==> src/rtl/sram_burst_reader.sv <==
// sram_burst_reader: descriptor-driven sequential reader for the ext_sram R0 port.
// Issues back-to-back word reads, captures the fixed-latency return data into a
// credit-guarded FIFO and streams it downstream with valid/ready and a last flag.
module sram_burst_reader #(
  parameter int AW         = 26,
  parameter int DW         = 32,
  parameter int LW         = 16,
  parameter int FIFO_DEPTH = 8,
  parameter int READ_LAT   = 1
) (
  input  logic          clk,
  input  logic          rst,
  input  logic          cmd_valid,
  output logic          cmd_ready,
  input  logic [AW-1:0] cmd_addr,
  input  logic [LW-1:0] cmd_len,
  output logic          sram_rvalid,
  input  logic          sram_rready,
  output logic [AW-1:0] sram_raddr,
  input  logic [DW-1:0] sram_rdata,
  output logic          out_valid,
  input  logic          out_ready,
  output logic [DW-1:0] out_data,
  output logic          out_last,
  output logic          busy,
  output logic          done
);

  localparam int PW = $clog2(FIFO_DEPTH);
  localparam int CW = PW + 1;

  typedef enum logic [1:0] {
    IDLE  = 2'd0,
    ISSUE = 2'd1,
    DRAIN = 2'd2
  } state_t;

  state_t state_reg, state_next;

  // Descriptor and issue bookkeeping
  logic [AW-1:0] addr_reg;
  logic [LW-1:0] len_reg;
  logic [LW-1:0] issued_reg;
  // Reads in flight plus words held in the FIFO; bounds FIFO occupancy
  logic [CW-1:0] credit_reg;
  logic          done_reg;

  // Latency tag pipe: one stage per cycle of SRAM read latency
  logic pipe_valid_reg [READ_LAT];
  logic pipe_last_reg  [READ_LAT];

  // Return-data FIFO
  logic [DW-1:0]         fifo_data_reg [FIFO_DEPTH];
  logic [FIFO_DEPTH-1:0] fifo_last_reg;
  logic [PW-1:0]         wr_ptr_reg;
  logic [PW-1:0]         rd_ptr_reg;
  logic [CW-1:0]         count_reg;

  logic cmd_fire;
  logic rd_fire;
  logic out_fire;
  logic last_issue;
  logic push;
  logic pop;

  // Handshake and status decode
  always_comb begin
    cmd_ready   = (state_reg == IDLE);
    busy        = (state_reg != IDLE);
    cmd_fire    = cmd_valid & cmd_ready;
    sram_rvalid = (state_reg == ISSUE) && (issued_reg < len_reg) &&
                  (credit_reg < CW'(FIFO_DEPTH));
    sram_raddr  = addr_reg;
    rd_fire     = sram_rvalid & sram_rready;
    last_issue  = (issued_reg == (len_reg - LW'(1)));
    out_valid   = (count_reg != '0);
    out_data    = fifo_data_reg[rd_ptr_reg];
    out_last    = out_valid & fifo_last_reg[rd_ptr_reg];
    out_fire    = out_valid & out_ready;
    push        = pipe_valid_reg[READ_LAT-1];
    pop         = out_fire;
    done        = done_reg;
  end

  // Next-state logic
  always_comb begin
    state_next = state_reg;
    case (state_reg)
      IDLE:    if (cmd_valid && (cmd_len != '0)) state_next = ISSUE;
      ISSUE:   if (rd_fire && last_issue)        state_next = DRAIN;
      DRAIN:   if (out_fire && out_last)         state_next = IDLE;
      default: state_next = IDLE;
    endcase
  end

  // State register
  always_ff @(posedge clk or posedge rst) begin
    if (rst) state_reg <= IDLE;
    else     state_reg <= state_next;
  end

  // Descriptor capture, address generation and issue count
  always_ff @(posedge clk or posedge rst) begin
    if (rst) begin
      addr_reg   <= '0;
      len_reg    <= '0;
      issued_reg <= '0;
    end else if (cmd_fire) begin
      addr_reg   <= cmd_addr;
      len_reg    <= cmd_len;
      issued_reg <= '0;
    end else if (rd_fire) begin
      // Natural AW-bit wrap from all-ones back to zero
      addr_reg   <= addr_reg + AW'(1);
      issued_reg <= issued_reg + LW'(1);
    end
  end

  // Credit: +1 per read issued, -1 per word consumed downstream
  always_ff @(posedge clk or posedge rst) begin
    if (rst) begin
      credit_reg <= '0;
    end else begin
      case ({rd_fire, out_fire})
        2'b10:   credit_reg <= credit_reg + CW'(1);
        2'b01:   credit_reg <= credit_reg - CW'(1);
        default: credit_reg <= credit_reg;
      endcase
    end
  end

  // Completion pulse, one cycle after the final word or a zero-length accept
  always_ff @(posedge clk or posedge rst) begin
    if (rst) done_reg <= 1'b0;
    else     done_reg <= (cmd_fire && (cmd_len == '0)) ||
                         ((state_reg == DRAIN) && out_fire && out_last);
  end

  genvar gi;
  generate
    for (gi = 0; gi < READ_LAT; gi++) begin : g_lat
      if (gi == 0) begin : g_head
        // First tag stage: marks a read handshake and whether it is the final word
        always_ff @(posedge clk or posedge rst) begin
          if (rst) begin
            pipe_valid_reg[gi] <= 1'b0;
            pipe_last_reg[gi]  <= 1'b0;
          end else begin
            pipe_valid_reg[gi] <= rd_fire;
            pipe_last_reg[gi]  <= rd_fire & last_issue;
          end
        end
      end else begin : g_tail
        // Later tag stages just delay the tag by one cycle
        always_ff @(posedge clk or posedge rst) begin
          if (rst) begin
            pipe_valid_reg[gi] <= 1'b0;
            pipe_last_reg[gi]  <= 1'b0;
          end else begin
            pipe_valid_reg[gi] <= pipe_valid_reg[gi-1];
            pipe_last_reg[gi]  <= pipe_last_reg[gi-1];
          end
        end
      end
    end
  endgenerate

  // Return FIFO: tap of the tag pipe writes sram_rdata, downstream handshake pops
  always_ff @(posedge clk or posedge rst) begin
    if (rst) begin
      for (int i = 0; i < FIFO_DEPTH; i++) fifo_data_reg[i] <= '0;
      fifo_last_reg <= '0;
      wr_ptr_reg    <= '0;
      rd_ptr_reg    <= '0;
      count_reg     <= '0;
    end else begin
      if (push) begin
        fifo_data_reg[wr_ptr_reg] <= sram_rdata;
        fifo_last_reg[wr_ptr_reg] <= pipe_last_reg[READ_LAT-1];
        wr_ptr_reg                <= wr_ptr_reg + PW'(1);
      end
      if (pop) rd_ptr_reg <= rd_ptr_reg + PW'(1);
      count_reg <= count_reg + CW'(push) - CW'(pop);
    end
  end

endmodule

==> config.mk <==
export PLATFORM = sky130hd
export DESIGN_NAME = sram_burst_reader
export DESIGN_NICKNAME = d
export VERILOG_FILES = /design/src/rtl/sram_burst_reader.sv
export SDC_FILE = /design/constraint.sdc
export NUM_CORES = 1
export LEC_CHECK = 0
export ABC_AREA = 1
export CORE_ASPECT_RATIO = 1.1
export CORE_MARGIN = 5
export CORE_UTILIZATION = 50
export CTS_CLUSTER_DIAMETER = 100
export CTS_CLUSTER_SIZE = 40
export DETAILED_ROUTE_END_ITERATION = 8
export DONT_BUFFER_PORTS = 1
export MAX_ROUTING_LAYER = met4
export PLACE_DENSITY = 0.73
export SKIP_LAST_GASP = 1
export SYNTH_ARGS = -nofsm -noshare
export SYNTH_HDL_FRONTEND = slang
export SYNTH_SLANG_ARGS = --single-unit
==> constraint.sdc <==
create_clock -name clk -period 10.18 [get_ports clk]
set_clock_uncertainty 0.1 [all_clocks]
set_input_delay 1.018 -clock clk [delete_from_list [all_inputs] [get_ports clk]]
set_output_delay 1.018 -clock clk [all_outputs]
set_load 0.03 [all_outputs]
=== Yosys cells after proc, flatten, opt, wreduce, memory -nomap -nowiden ===
Index checks and enable logic that the tools add are counted.

* Register bits after elaboration: 341
* Input port bits: 79
* Output and inout port bits: 64
* Word-level logic and storage cells: 91

* Add/subtract/negate cells: 9
* Magnitude comparators: 8
* Eq/ne operators: 8
* Mux-type cells: 20
* Bitwise logic cells: 7
* Reduce and logical (&&, ||, !) cells: 19

{| class="wikitable"
|+ Operators with widths
! operator !! count
|-
| $bwmux W256 || 1
|-
| $bmux W32 S3 || 1
|-
| $demux W32 S3 || 1
|-
| $mux W32 || 3
|-
| $mux W26 || 2
|-
| $mux W16 || 2
|-
| $add A26 B1 Y26 const B || 1
|-
| $add A16 B1 Y16 const B || 1
|-
| $eq A16 B16 Y1 || 1
|-
| $logic_not A16 Y1 || 1
|-
| $lt A16 B16 Y1 || 1
|-
| $reduce_bool A16 Y1 || 1
|-
| $sub A16 B1 Y16 const B || 1
|-
| $logic_and A1 B1 Y1 || 10
|-
| $bwmux W8 || 1
|-
| $ge A4 B4 Y1 const B || 2
|-
| $lt A3 B4 Y1 const B || 2
|-
| $not A3 Y4 || 2
|-
| $pmux W4 S2 || 1
|-
| $add A3 B1 Y3 const B || 2
|-
| $mux W2 || 3
|-
| $pmux W2 S3 || 1
|-
| $reduce_bool A2 Y1 || 3
|-
| $and A1 B1 Y1 || 5
|-
| 18 further kinds || 22
|}

=== Longest topological paths before layout ===
* Word-level depth: 7
* Depth in mapped cells: 22
* Mapped depth without buffers: 22

=== Least setup slack after synthesis ===
Ideal clock, no wire load.

* Path type: register to output
* Start: reg rd_ptr_reg[0]
* End: out out_data[22]
* Arrival: 1.692 ns
* Data required time: 9.062 ns
* Slack: 7.370 ns
* Cell stages (with the launch flop): 6
* Path buffers: 2
* Cell sequence: dfrtp_1 -> inv_2 -> clkbuf_1 -> clkbuf_1 -> o21ai_0 -> a31oi_1

* Word-level cells in the longest chain between the ends: 4

{| class="wikitable"
|+ RTL lines
! element !! line !! source
|-
| start: declaration || 56 || <nowiki>logic [PW-1:0] rd_ptr_reg;</nowiki>
|-
| start signal: assignment || 182 || <nowiki>if (pop) rd_ptr_reg <= rd_ptr_reg + PW'(1);</nowiki>
|-
| $not A3 Y4 (implied by the code) || 77 || <nowiki>out_data = fifo_data_reg[rd_ptr_reg];</nowiki>
|-
| $bmux W32 S3 || 77 ||
|-
| $mux W32 (implied by the code) (2 in series) || 77 ||
|-
| end: declaration || 23 || <nowiki>output logic [DW-1:0] out_data,</nowiki>
|}

Every way passes these cells. The select of a mux whose other input is x is not followed.

=== Final worst setup path ===
* Start: reg rd_ptr_reg[0]
* End: out out_data[0]

The elaborated chain is that of the path after synthesis.

==> flow_metrics.env <==
export IMPL_status="finished, final reports clean"
export IMPL_die_y_um=204
export IMPL_largest_reg_flops=256
export IMPL_synth_cell_types=40
export IMPL_drv_slew=0
export IMPL_io_pins=143
export IMPL_rows=71
export IMPL_synth_ff_type="dfrtp_1"
export IMPL_synth_seq_cells=341
export IMPL_gp_congestion=0.903
export IMPL_hp_class="register to register"
export IMPL_p_int_uw=3080
export IMPL_r2r_start="len_reg[3]"
export IMPL_die_area_um2=38200
export IMPL_hold_path_depth=1
export IMPL_layout_common_cells="nand2_1 (574), o21ai_0 (428), dfrtp_1 (338)"
export IMPL_first_pass_iters=5
export IMPL_relSlewSlack=0.231
export IMPL_p_clk_frac=0.132
export IMPL_cts_tree="done"
export IMPL_viasPerCell=5.56
export IMPL_clock_latency_ns=0.54
export IMPL_seqCellArea_um2=8540
export IMPL_layout_min_cycle_time_ns=4.93
export IMPL_postCtsHoldBufs=0
export IMPL_core_area_um2=34100
export IMPL_netlist_area_um2=17200
export IMPL_syn2layout_area_growth_pct=4.27
export IMPL_rsz0062_at_grt="no"
export IMPL_cts_resized=0
export IMPL_cts_htree_levels=1
export IMPL_multiInputGateArea_um2=7510
export IMPL_yosys_warnings=0
export IMPL_combPwrFrac=0.422
export IMPL_async_reset_ff_frac=1.00
export IMPL_nFillCells=3227
export IMPL_grt_pass1_vias=13700
export IMPL_nets=2224
export IMPL_drtAntennaViolNets=0
export IMPL_io_buffer_count=0
export IMPL_peakVddDrop_uv=214
export IMPL_die_w_um=187
export IMPL_syn_inst=2202
export IMPL_critical_path_class="register to output port"
export IMPL_p_switching_uw=2710
export IMPL_ys_seq_area_frac=0.496
export IMPL_grt_use_total=0.223
export IMPL_numCtsBuffers=14
export IMPL_layout_commonest_cell="nand2_1"
export IMPL_fmax_mhz=203
export IMPL_clkSinkCount=341
export IMPL_rr_worst_depth=19
export IMPL_postCtsSetupRepairBufs=0
export IMPL_switching_share=0.468
export IMPL_crit_start="rd_ptr_reg[0]"
export IMPL_reg2reg_slack_ns=7.04
export IMPL_hold_violations=0
export IMPL_worst_setup_path_end_kind="output port"
export IMPL_maxCapViolations=0
export IMPL_p_per_area_nw_per_um2=323
export IMPL_gr_total_overflow=0
export IMPL_grt_max_degree=198
export IMPL_arrival_ns=3.81
export IMPL_cts_buffer_depth=3
export IMPL_crit_required_ns=9.06
export IMPL_syn_nets=2312
export IMPL_setup_viol=0
export IMPL_path_max_fanout=105
export IMPL_start_kind="register"
export IMPL_grt_pass1_wl_um=69600
export IMPL_synth_avg_cell_area_um2=7.81
export IMPL_leakage_uw=0.00848
export IMPL_critPathCapture="out_data[0]"
export IMPL_drive_gt1_frac=0.0335
export IMPL_seq_power_share=0.447
export IMPL_rr_endpoint="credit_reg[3]"
export IMPL_drt_iter0_markers=1107
export IMPL_worst_pin_slew_ns=1.15
export IMPL_start_util=0.504
export IMPL_wl_um=41900
export IMPL_final_util=0.525
export IMPL_min_delay_start="credit_reg[0]"
export IMPL_fin_crit_sh=0.484
export IMPL_dp_hpwl_um=26700
export IMPL_clkTransAtPathRegs_ns=0.15
export IMPL_clk_root_buffer_cell="clkbuf_16"
export IMPL_antenna_found_initial=1
export IMPL_synth_edf_count=0
export IMPL_setup_tns_ns=0
export IMPL_wl_per_cell_um=16.4
export IMPL_num_vias=14200
export IMPL_drc_errors=0
## cell usage after synthesis (3+ instances only)
cell,number,area (um^2)
nor2_1,257,965
inv_2,4,15.0
mux2i_1,3,30.0
buf_6,4,45.0
a21oi_1,4,20.0
nor4_1,7,43.8
nand2_1,580,2180
buf_1,8,30.0
nand3_1,51,255
a21boi_0,6,45.0
buf_2,20,100
nand3b_1,5,37.5
xor2_1,32,280
o22ai_1,33,206
xnor2_1,10,87.6
clkbuf_1,90,338
o21ai_0,428,2140
nand4_1,10,62.6
o211ai_1,34,255
nor2_4,3,33.8
nor3_1,14,70.1
inv_1,171,642
nor2_2,4,25.0
dfrtp_1,341,8530
ha_1,29,363
a31oi_1,34,213
## final cells by class
cell class,instances,area share
flip-flops and latches,341,0.477
multi-input cells,1563,0.419
inverters,175,0.0369
well taps,438,0.0306
clock buffers,17,0.0219
repair buffers,19,0.00866
clock inverters,6,0.00628
diodes,1,0.000140
## power by group through the flow
stage / clock network [uW] / registers (uW) / logic, uW
2_1_floorplan: 0 / 2390 / 2090
3_3_place_gp: 0 / 2590 / 2370
3_5_place_dp: 0 / 2610 / 2460
4_1_cts: 780 / 2580 / 2460
5_1_grt: 831 / 2670 / 2800
6_report: 762 / 2580 / 2440
## logic make-up after synthesis
group	synth area share
AOI/OAI and AO/OA	0.171
xor gates and xnor gates	0.0214
adders and majority gates	0.0234
buffers and inverters	0.0685
DFF	0.496
muxes	0.00175
and+or+nand+nor	0.217
## per-layer routing
metal,vias up,track usage,wire [um]
li1,6968,-,-
met5,-,-,0
met2,415,0.370,20100
met1,6776,0.290,18100
met4,0,0.0626,1110
met3,66,0.0296,2540
## worst min path at each step
| stage | end | slack [ns] |
|---|---|---|
| floorplan | credit_reg[0] | 0.35 |
| global placement | fifo_data_reg[73] | 0.36 |
| detailed placement | credit_reg[0] | 0.37 |
| CTS | credit_reg[0] | 0.39 |
| global route | credit_reg[0] | 0.40 |
| finish | credit_reg[0] | 0.38 |
## through the flow
stage	std cells	hold slack (ns)	setup WS [ns]	total power (uW)	cell area [um^2]
6_report	2560	0.383	5.25	5780	17900
5_1_grt	2560	0.399	4.92	6300	17900
4_1_cts	2559	0.388	5.25	5820	17900
3_5_place_dp	2536	0.365	5.84	5060	17400
3_3_place_gp	2536	0.361	5.86	4960	17400
2_1_floorplan	2202	0.346	4.50	4470	17200
## critical path: stages (launching register included)
cell,delay (ns)
dfrtp_4,0.85
inv_2,0.57
buf_4,0.70
o21ai_0,0.16
o22ai_1,0.14
nor2_1,0.05
a31oi_1,0.75
(Power assumes the default switching activity.)
